$ cat src/rtl/ras_driver.sv
// Command-side initiator for a return address stack: turns fetch call/return/branch
// events and branch resolutions into registered push/pop/branch/close commands.
module ras_driver #(
    parameter int WIDTH       = 32,
    parameter int DEPTH       = 16,
    parameter int INSTR_BYTES = 4
) (
    input  logic                       clk,
    input  logic                       reset,
    input  logic                       f_valid,
    output logic                       f_ready,
    input  logic                       f_call,
    input  logic                       f_ret,
    input  logic                       f_branch,
    input  logic [WIDTH-1:0]           f_pc,
    input  logic                       res_valid,
    input  logic                       res_mispredict,
    output logic                       ras_push,
    output logic                       ras_pop,
    output logic                       ras_branch,
    output logic                       ras_close_valid,
    output logic                       ras_close_invalid,
    output logic [WIDTH-1:0]           ras_din,
    input  logic [WIDTH-1:0]           ras_dout,
    output logic                       pred_valid,
    output logic [WIDTH-1:0]           pred_target,
    output logic [$clog2(DEPTH+1)-1:0] occupancy,
    output logic                       err_underflow,
    output logic                       err_overflow,
    output logic                       err_spurious
);

    localparam int OW = $clog2(DEPTH + 1);
    localparam logic [OW:0]      FULL = (OW + 1)'(DEPTH);
    localparam logic [WIDTH-1:0] STEP = WIDTH'(INSTR_BYTES);

    typedef enum logic {IDLE, SPEC} state_t;

    state_t        state;
    state_t        state_next;
    logic [OW-1:0] snap;
    logic          pend;
    logic          pend_zero;
    logic          pred_zero;

    logic          accept;
    logic          resolve;
    logic          flush;
    logic          do_push;
    logic          do_pop;
    logic [OW:0]   eff;
    logic [OW:0]   eff_next;

    // occupancy lags the command outputs by a cycle, so decisions use the count
    // including the commands currently on the bus
    always_comb begin
        f_ready    = 1'b1;
        accept     = 1'b0;
        resolve    = 1'b0;
        flush      = 1'b0;
        do_push    = 1'b0;
        do_pop     = 1'b0;
        eff        = {1'b0, occupancy} + {{OW{1'b0}}, ras_push} - {{OW{1'b0}}, ras_pop};
        eff_next   = eff;
        state_next = state;

        if (res_valid && res_mispredict)
            f_ready = 1'b0;
        if (f_branch && (state == SPEC || res_valid))
            f_ready = 1'b0;

        accept   = f_valid && f_ready;
        resolve  = res_valid && (state == SPEC);
        flush    = resolve && res_mispredict;
        do_push  = accept && f_call && (eff < FULL);
        do_pop   = accept && f_ret && (eff != '0);
        eff_next = eff + {{OW{1'b0}}, do_push} - {{OW{1'b0}}, do_pop};

        case (state)
            IDLE:    if (accept && f_branch) state_next = SPEC;
            SPEC:    if (res_valid) state_next = IDLE;
            default: state_next = IDLE;
        endcase
    end

    always_ff @(posedge clk or negedge reset) begin
        if (!reset) begin
            state <= IDLE;
        end else begin
            state <= state_next;
        end
    end

    // commands, occupancy bookkeeping and the snapshot used to undo a mispredicted window
    always_ff @(posedge clk or negedge reset) begin
        if (!reset) begin
            ras_push          <= 1'b0;
            ras_pop           <= 1'b0;
            ras_branch        <= 1'b0;
            ras_close_valid   <= 1'b0;
            ras_close_invalid <= 1'b0;
            ras_din           <= '0;
            occupancy         <= '0;
            snap              <= '0;
            err_underflow     <= 1'b0;
            err_overflow      <= 1'b0;
            err_spurious      <= 1'b0;
        end else begin
            ras_push          <= do_push;
            ras_pop           <= do_pop;
            ras_branch        <= accept && f_branch;
            ras_close_valid   <= resolve && !res_mispredict;
            ras_close_invalid <= flush;
            if (do_push)
                ras_din <= f_pc + STEP;
            occupancy <= flush ? snap : eff[OW-1:0];
            if (accept && f_branch)
                snap <= eff_next[OW-1:0];
            if (accept && f_ret && eff == '0)
                err_underflow <= 1'b1;
            if (accept && f_call && eff >= FULL)
                err_overflow <= 1'b1;
            if (res_valid && state == IDLE)
                err_spurious <= 1'b1;
        end
    end

    // two-stage prediction pipe; a flush kills whatever is in flight
    always_ff @(posedge clk or negedge reset) begin
        if (!reset) begin
            pend       <= 1'b0;
            pend_zero  <= 1'b0;
            pred_valid <= 1'b0;
            pred_zero  <= 1'b0;
        end else begin
            pend       <= accept && f_ret && !flush;
            pend_zero  <= !do_pop;
            pred_valid <= pend && !flush;
            pred_zero  <= pend_zero;
        end
    end

    assign pred_target = (pred_valid && !pred_zero) ? ras_dout : '0;

endmodule

$ cat config.mk
export PLATFORM = sky130hd
export DESIGN_NAME = ras_driver
export DESIGN_NICKNAME = d
export VERILOG_FILES = /design/src/rtl/ras_driver.sv
export SDC_FILE = /design/constraint.sdc
export NUM_CORES = 1
export LEC_CHECK = 0
export CAP_MARGIN = 15
export CELL_PAD_IN_SITES_DETAIL_PLACEMENT = 0
export CELL_PAD_IN_SITES_GLOBAL_PLACEMENT = 1
export CORE_MARGIN = 1.5
export CORE_UTILIZATION = 45
export DETAILED_ROUTE_END_ITERATION = 10
export DONT_BUFFER_PORTS = 1
export PLACE_DENSITY_LB_ADDON = 0.1
export REMOVE_ABC_BUFFERS = 1
export SYNTH_ARGS = -nofsm -noshare
export SYNTH_HDL_FRONTEND = slang
export SYNTH_SLANG_ARGS = --single-unit
export TNS_END_PERCENT = 1
$ cat constraint.sdc
create_clock -name clk -period 7.5 [get_ports clk]
set_input_delay 1.125 -clock clk [delete_from_list [all_inputs] [get_ports clk]]
set_output_delay 1.125 -clock clk [all_outputs]
set_load 0.005 [all_outputs]
# [Yosys cells after proc, flatten, opt, wreduce, memory -nomap -nowiden]
# Cells that the tools add are included.
[word_totals] regBits=55 latch_bits=0 ramBits=0 rom_bits=0 input_bits=72 out_inout_bits=79 n_memories=0
[op_classes] add_sub_neg=5 mul=0 div_mod_pow=0 n_lt_le_gt_ge=2 eq_ne=0 n_shift=0 muxes=7 bitwise=1 reduce_logical=24
[op_table] cell="$add 32x3->32 const B" count=1
[op_table] cell="$mux 32" count=1
[op_table] cell="$logic_and 1x1->1" count=17
[op_table] cell="$add 5x1->6" count=1
[op_table] cell="$ge 6x5->1 const B" count=1
[op_table] cell="$logic_not 6->1" count=1
[op_table] cell="$lt 6x5->1 const B" count=1
[op_table] cell="$reduce_bool 6->1" count=1
[op_table] cell="$sub 6x1->6" count=1
[op_table] cell="$add 5x1->5" count=1
[op_table] cell="$mux 5" count=1
[op_table] cell="$sub 5x1->5" count=1
[op_table] cell="$logic_not 1->1" count=4
[op_table] cell="$mux 1" count=4
[op_table] cell="$pmux 1 s2" count=1
[op_table] cell="$logic_or 1x1->1" count=1
[op_table] cell="$not 1->1" count=1

# [Logic depth before layout (Yosys ltp)]
[logic_depth] ltp_word=8 ltp_mapped=19

# [Worst setup path after synthesis]
# Ideal clock, no wire load.
[synth_path] path_type="reg-to-reg" start="reg ras_pop" end="reg snap[4]" arrival_ps=3753 required_ps=7375 path_slack_ps=3622 path_stages_with_launch=19 path_buffers=0 period_less_slack_ps=3878 cell_sequence="dfrtp_1 ha_1 inv_1 ha_1 fa_1 a21o_1 a21oi_2 xnor2_2 nor3_1 a21oi_1 ha_1 inv_1 ha_1 fa_1 a21oi_1 nor2_1 nor2_1 xnor3_1 mux2_2"
[synth_rtl] element="from (decl)" line="19" text="output logic ras_pop,"
[synth_rtl] element="from (signal assigned)" line="110" text="ras_pop <= do_pop;"
[synth_rtl] element="$sub 6x1->6" line="63" text="eff = {1'b0, occupancy} + {{OW{1'b0}}, ras_push} - {{OW{1'b0}}, ras_pop};"
[synth_rtl] element="$reduce_bool 6->1" line="76" text="do_pop = accept && f_ret && (eff != '0);"
[synth_rtl] element="$logic_and 1x1->1" line="76"
[synth_rtl] element="named net do_pop" line="50" text="logic do_pop;"
[synth_rtl] element="$sub 5x1->5" line="77" text="eff_next = eff + {{OW{1'b0}}, do_push} - {{OW{1'b0}}, do_pop};"
[synth_rtl] element="to (signal assigned)" line="118" text="snap <= eff_next[OW-1:0];"
[synth_rtl] element="to (decl)" line="41" text="logic [OW-1:0] snap;"
# The timed path passes the listed nets, and every way through them passes these cells.
# A chain may end at the register's enable or synchronous reset.

# [Final worst setup path]
[layout_path] start="reg occupancy[0]" end="reg snap[4]"
[layout_rtl] element="from (decl)" line="27" text="output logic [$clog2(DEPTH+1)-1:0] occupancy,"
[layout_rtl] element="from (signal assigned)" line="116" text="occupancy <= flush ? snap : eff[OW-1:0];"
[layout_rtl] element="$add 5x1->6" line="63"
[layout_rtl] element="$sub 6x1->6" line="63"
[layout_rtl] element="$reduce_bool 6->1" line="76"
[layout_rtl] element="$logic_and 1x1->1" line="76"
[layout_rtl] element="named net do_pop" line="50"
[layout_rtl] element="$sub 5x1->5" line="77"
# The timed path passes the listed nets, and every way through them passes these cells.

==> impl_metrics.yaml <==
status:
  status: "finished clean"
logic_synthesis:
  yosys_warnings: 0
  ys_seq_elements: 55
  seq_area_frac_synth_pct: 41.6
  synthCells: 306
  synth_area_um2: 3310
  postSynthAreaPerCell_um2: 10.8
  ys_types: 36
route:
  avgViaCountPerCell: 5.19
  drc_errors: 0
  vias: 2090
  first_pass_iters: 4
  wl_um: 6500
  wl_met2_um: 3150
  wl_per_cell_um: 16.1
  drt_iter0_drc: 34
  top_layer: "met4"
  dr_wl_met3_um: 534
  ant_nets: 0
  wl_met1_um: 2760
worst_setup_path:
  crit_family: "adder cells"
  crit_chain: "inv_1, ha_1, inv_1, ha_1, fa_1, a21o_1, a21oi_2, xnor2_2, nor3_1, a21oi_1, ha_1, inv_1, ha_1, fa_1, a21oi_1, nor2_1, nor2_1, xnor3_1, mux2_2"
  end_kind: "flop"
  cp.depth: 19
  ff2ff_setup_slack_ns: 3.31
  rr_startpoint: "occupancy[0]"
  crit_type: "flop to flop"
  cp_slowest_cell: "fa_1"
  reg2reg_depth: 19
  setup.worst_path.end: "snap[4]"
  startpoint: "occupancy[0]"
  cp.arrival_ns: 4.39
  critPathMaxFanout: 4
  regToRegEndpoint: "snap[4]"
  critPathBufInv: 3
  worstSetupStartpointType: "flop"
  cp.required_ns: 7.70
  slowest_delay_ns: 0.40
  crit_path_frequent_cell: "ha_1"
die:
  dieArea_um2: 7870
  die_w_um: 88.7
  fp.dieH_um: 88.7
  fp.coreArea_um2: 7180
  num_io_pins: 151
  fp-row-count: 31
  initial_utilization_pct: 46.1
cts:
  clock_latency_ns: 0.30
  cts_tree: "done"
  cts-resized-gates: 0
  clockBufferDepth: 2
  htreeDepth: 2
  cts_buffers: 5
  cts_setup_buffers: 0
  cts_sinks: 55
  clk_pin_slew_worst_paths_ns: 0.10
  cts-root-buf: "clkbuf_8"
  ctsHoldBuffers: 0
timing:
  holdWs_ns: 0.361
  setup_viol_count_final: 0
  finClkSkew_ns: 0.00723
  tns_ns: 0
  worstMarginPinSlew_ns: 0.707
  clock.fmax_ghz: 0.239
  fin_crit_sh_pct: 55.8
  final_max_slew_viol_count: 0
  period_needed_ns: 4.19
  slew_headroom_pct: 52.6
  timing_hold_violations_final: 0
  rsz0062_at_grt: "false"
finish:
  syn_to_final_growth_pct: 5.64
  mostFrequentLayoutCells: "55 x dfrtp_1, 36 x and2_1, 28 x mux2_4"
  top_register: "ras_din"
  reg_top3: "ras_din: 32 flops, occupancy: 5 flops, snap: 5 flops"
  layout.nets: 390
  final_common_cell: "dfrtp_1"
  drive_gt1_share_pct: 17.1
  diodes: 0
  largest_register_ffs: 32
pwr:
  seqPwrFrac_pct: 36.6
  irDropWorstVdd_v: 0.000174
  intPower_uw: 927
  comb_power_share_pct: 49.1
  switching_power_uw: 504
  switching_share_pct: 35.2
  power_frac_clock_pct: 14.3
  p_per_area_nw_per_um2: 410
  p_leak_nw: 1.62
place:
  io_buffers: 0
  dp.final_hpwl_um: 4750
  gp_congestion: 0.751
global_route:
  grt.overflow.total: 0
  antenna_found_initial: 0
  grtUsageTotal_pct: 16.7
  grt_max_degree: 56
  grt_pass1_wl_um: 10100
  grt_pass1_vias: 2085
min_path:
  min_from: "pend_zero"
  hold_class: "flop to flop"
run:
  drv_cap: 0
[power groups by stage]
stage	sequential [mW]	clock [mW]	combinational, mW
2_1_floorplan	0.498	0	0.623
3_3_place_gp	0.532	0	0.704
3_5_place_dp	0.531	0	0.709
4_1_cts	0.528	0.214	0.713
5_1_grt	0.542	0.225	0.784
6_report	0.524	0.205	0.702
[metal layers]
layer / GRT usage (%) / vias to the layer above
li1: - / 1010
met1: 20.7 / 999
met2: 27.8 / 76
met3: 5.69 / 5
met4: 4.55 / 0
met5: 0 / -
[Yosys cell counts (all sizes together)]
master / number / area, µm²
xnor3: 1 / 22.5
a31o: 1 / 8.76
or2: 1 / 6.26
xor2: 18 / 158
a21oi: 9 / 52.6
fa: 2 / 40.0
dfrtp: 55 / 1380
o21ai: 3 / 15.0
nor3: 12 / 60.1
a21boi: 1 / 11.3
nand3: 10 / 50.1
o21bai: 2 / 15.0
nor2b: 1 / 6.26
a21o: 6 / 45.0
mux2i: 1 / 10.0
and4: 2 / 17.5
buf: 4 / 38.8
ha: 13 / 163
mux2: 34 / 488
nand2: 20 / 75.1
nand4: 6 / 43.8
nor2: 14 / 52.6
and2: 36 / 225
nor4: 4 / 40.0
o21a: 1 / 7.51
clkbuf: 7 / 26.3
and3: 5 / 31.3
xnor2: 15 / 139
inv: 22 / 82.6
[worst min path at each step]
stage	endpoint	cells past startpoint
after floorplan	pred_zero	0
after global placement	pred_zero	0
after detailed placement	pred_zero	0
after CTS	pred_zero	0
after global routing	pred_zero	0
final	pred_zero	0
[cell families (layout without fill, tap and decap cells)]
group	Yosys count	in the layout	synth area share, %
AOI/OAI and AO/OA	23	23	4.69
and+or+nand+nor	111	111	18.4
adders and majority gates	15	15	6.13
xor gates and xnor gates	34	34	9.65
muxes	35	35	15.1
DFF	55	55	41.6
buffers and inverters	33	31	4.46
[cell type report]
type	instances	area (µm²)
Clock buffer	6	82.6
Clock inverter	2	35.0
Fill cell	693	3680
Inverter	22	82.6
Multi-Input combinational cell	218	1790
Sequential cell	55	1380
Tap cell	99	124
Timing Repair Buffer	1	7.51
[worst register-to-register path, cell delays in order, from the launching register on]
cell	delay [ns]
dfrtp_1	0.38
inv_1	0.05
ha_1	0.26
inv_1	0.04
ha_1	0.19
fa_1	0.40
a21o_1	0.18
a21oi_2	0.17
xnor2_2	0.13
nor3_1	0.38
a21oi_1	0.18
ha_1	0.31
inv_1	0.04
ha_1	0.21
fa_1	0.40
a21oi_1	0.14
nor2_1	0.05
nor2_1	0.09
xnor3_1	0.21
mux2_2	0.26
[metrics by stage]
step	setup slack, ns	utilization (%)	total power [mW]	cell area [µm²]	std cells
after floorplan	2.84	-	1.12	3240	295
after global placement	3.39	47.0	1.24	3370	395
after detailed placement	3.31	47.0	1.24	3370	395
after CTS	3.28	48.6	1.46	3490	403
after global routing	3.02	48.7	1.55	3490	403
final	3.31	48.7	1.43	3490	403
Power figures use the tool's default switching activity.
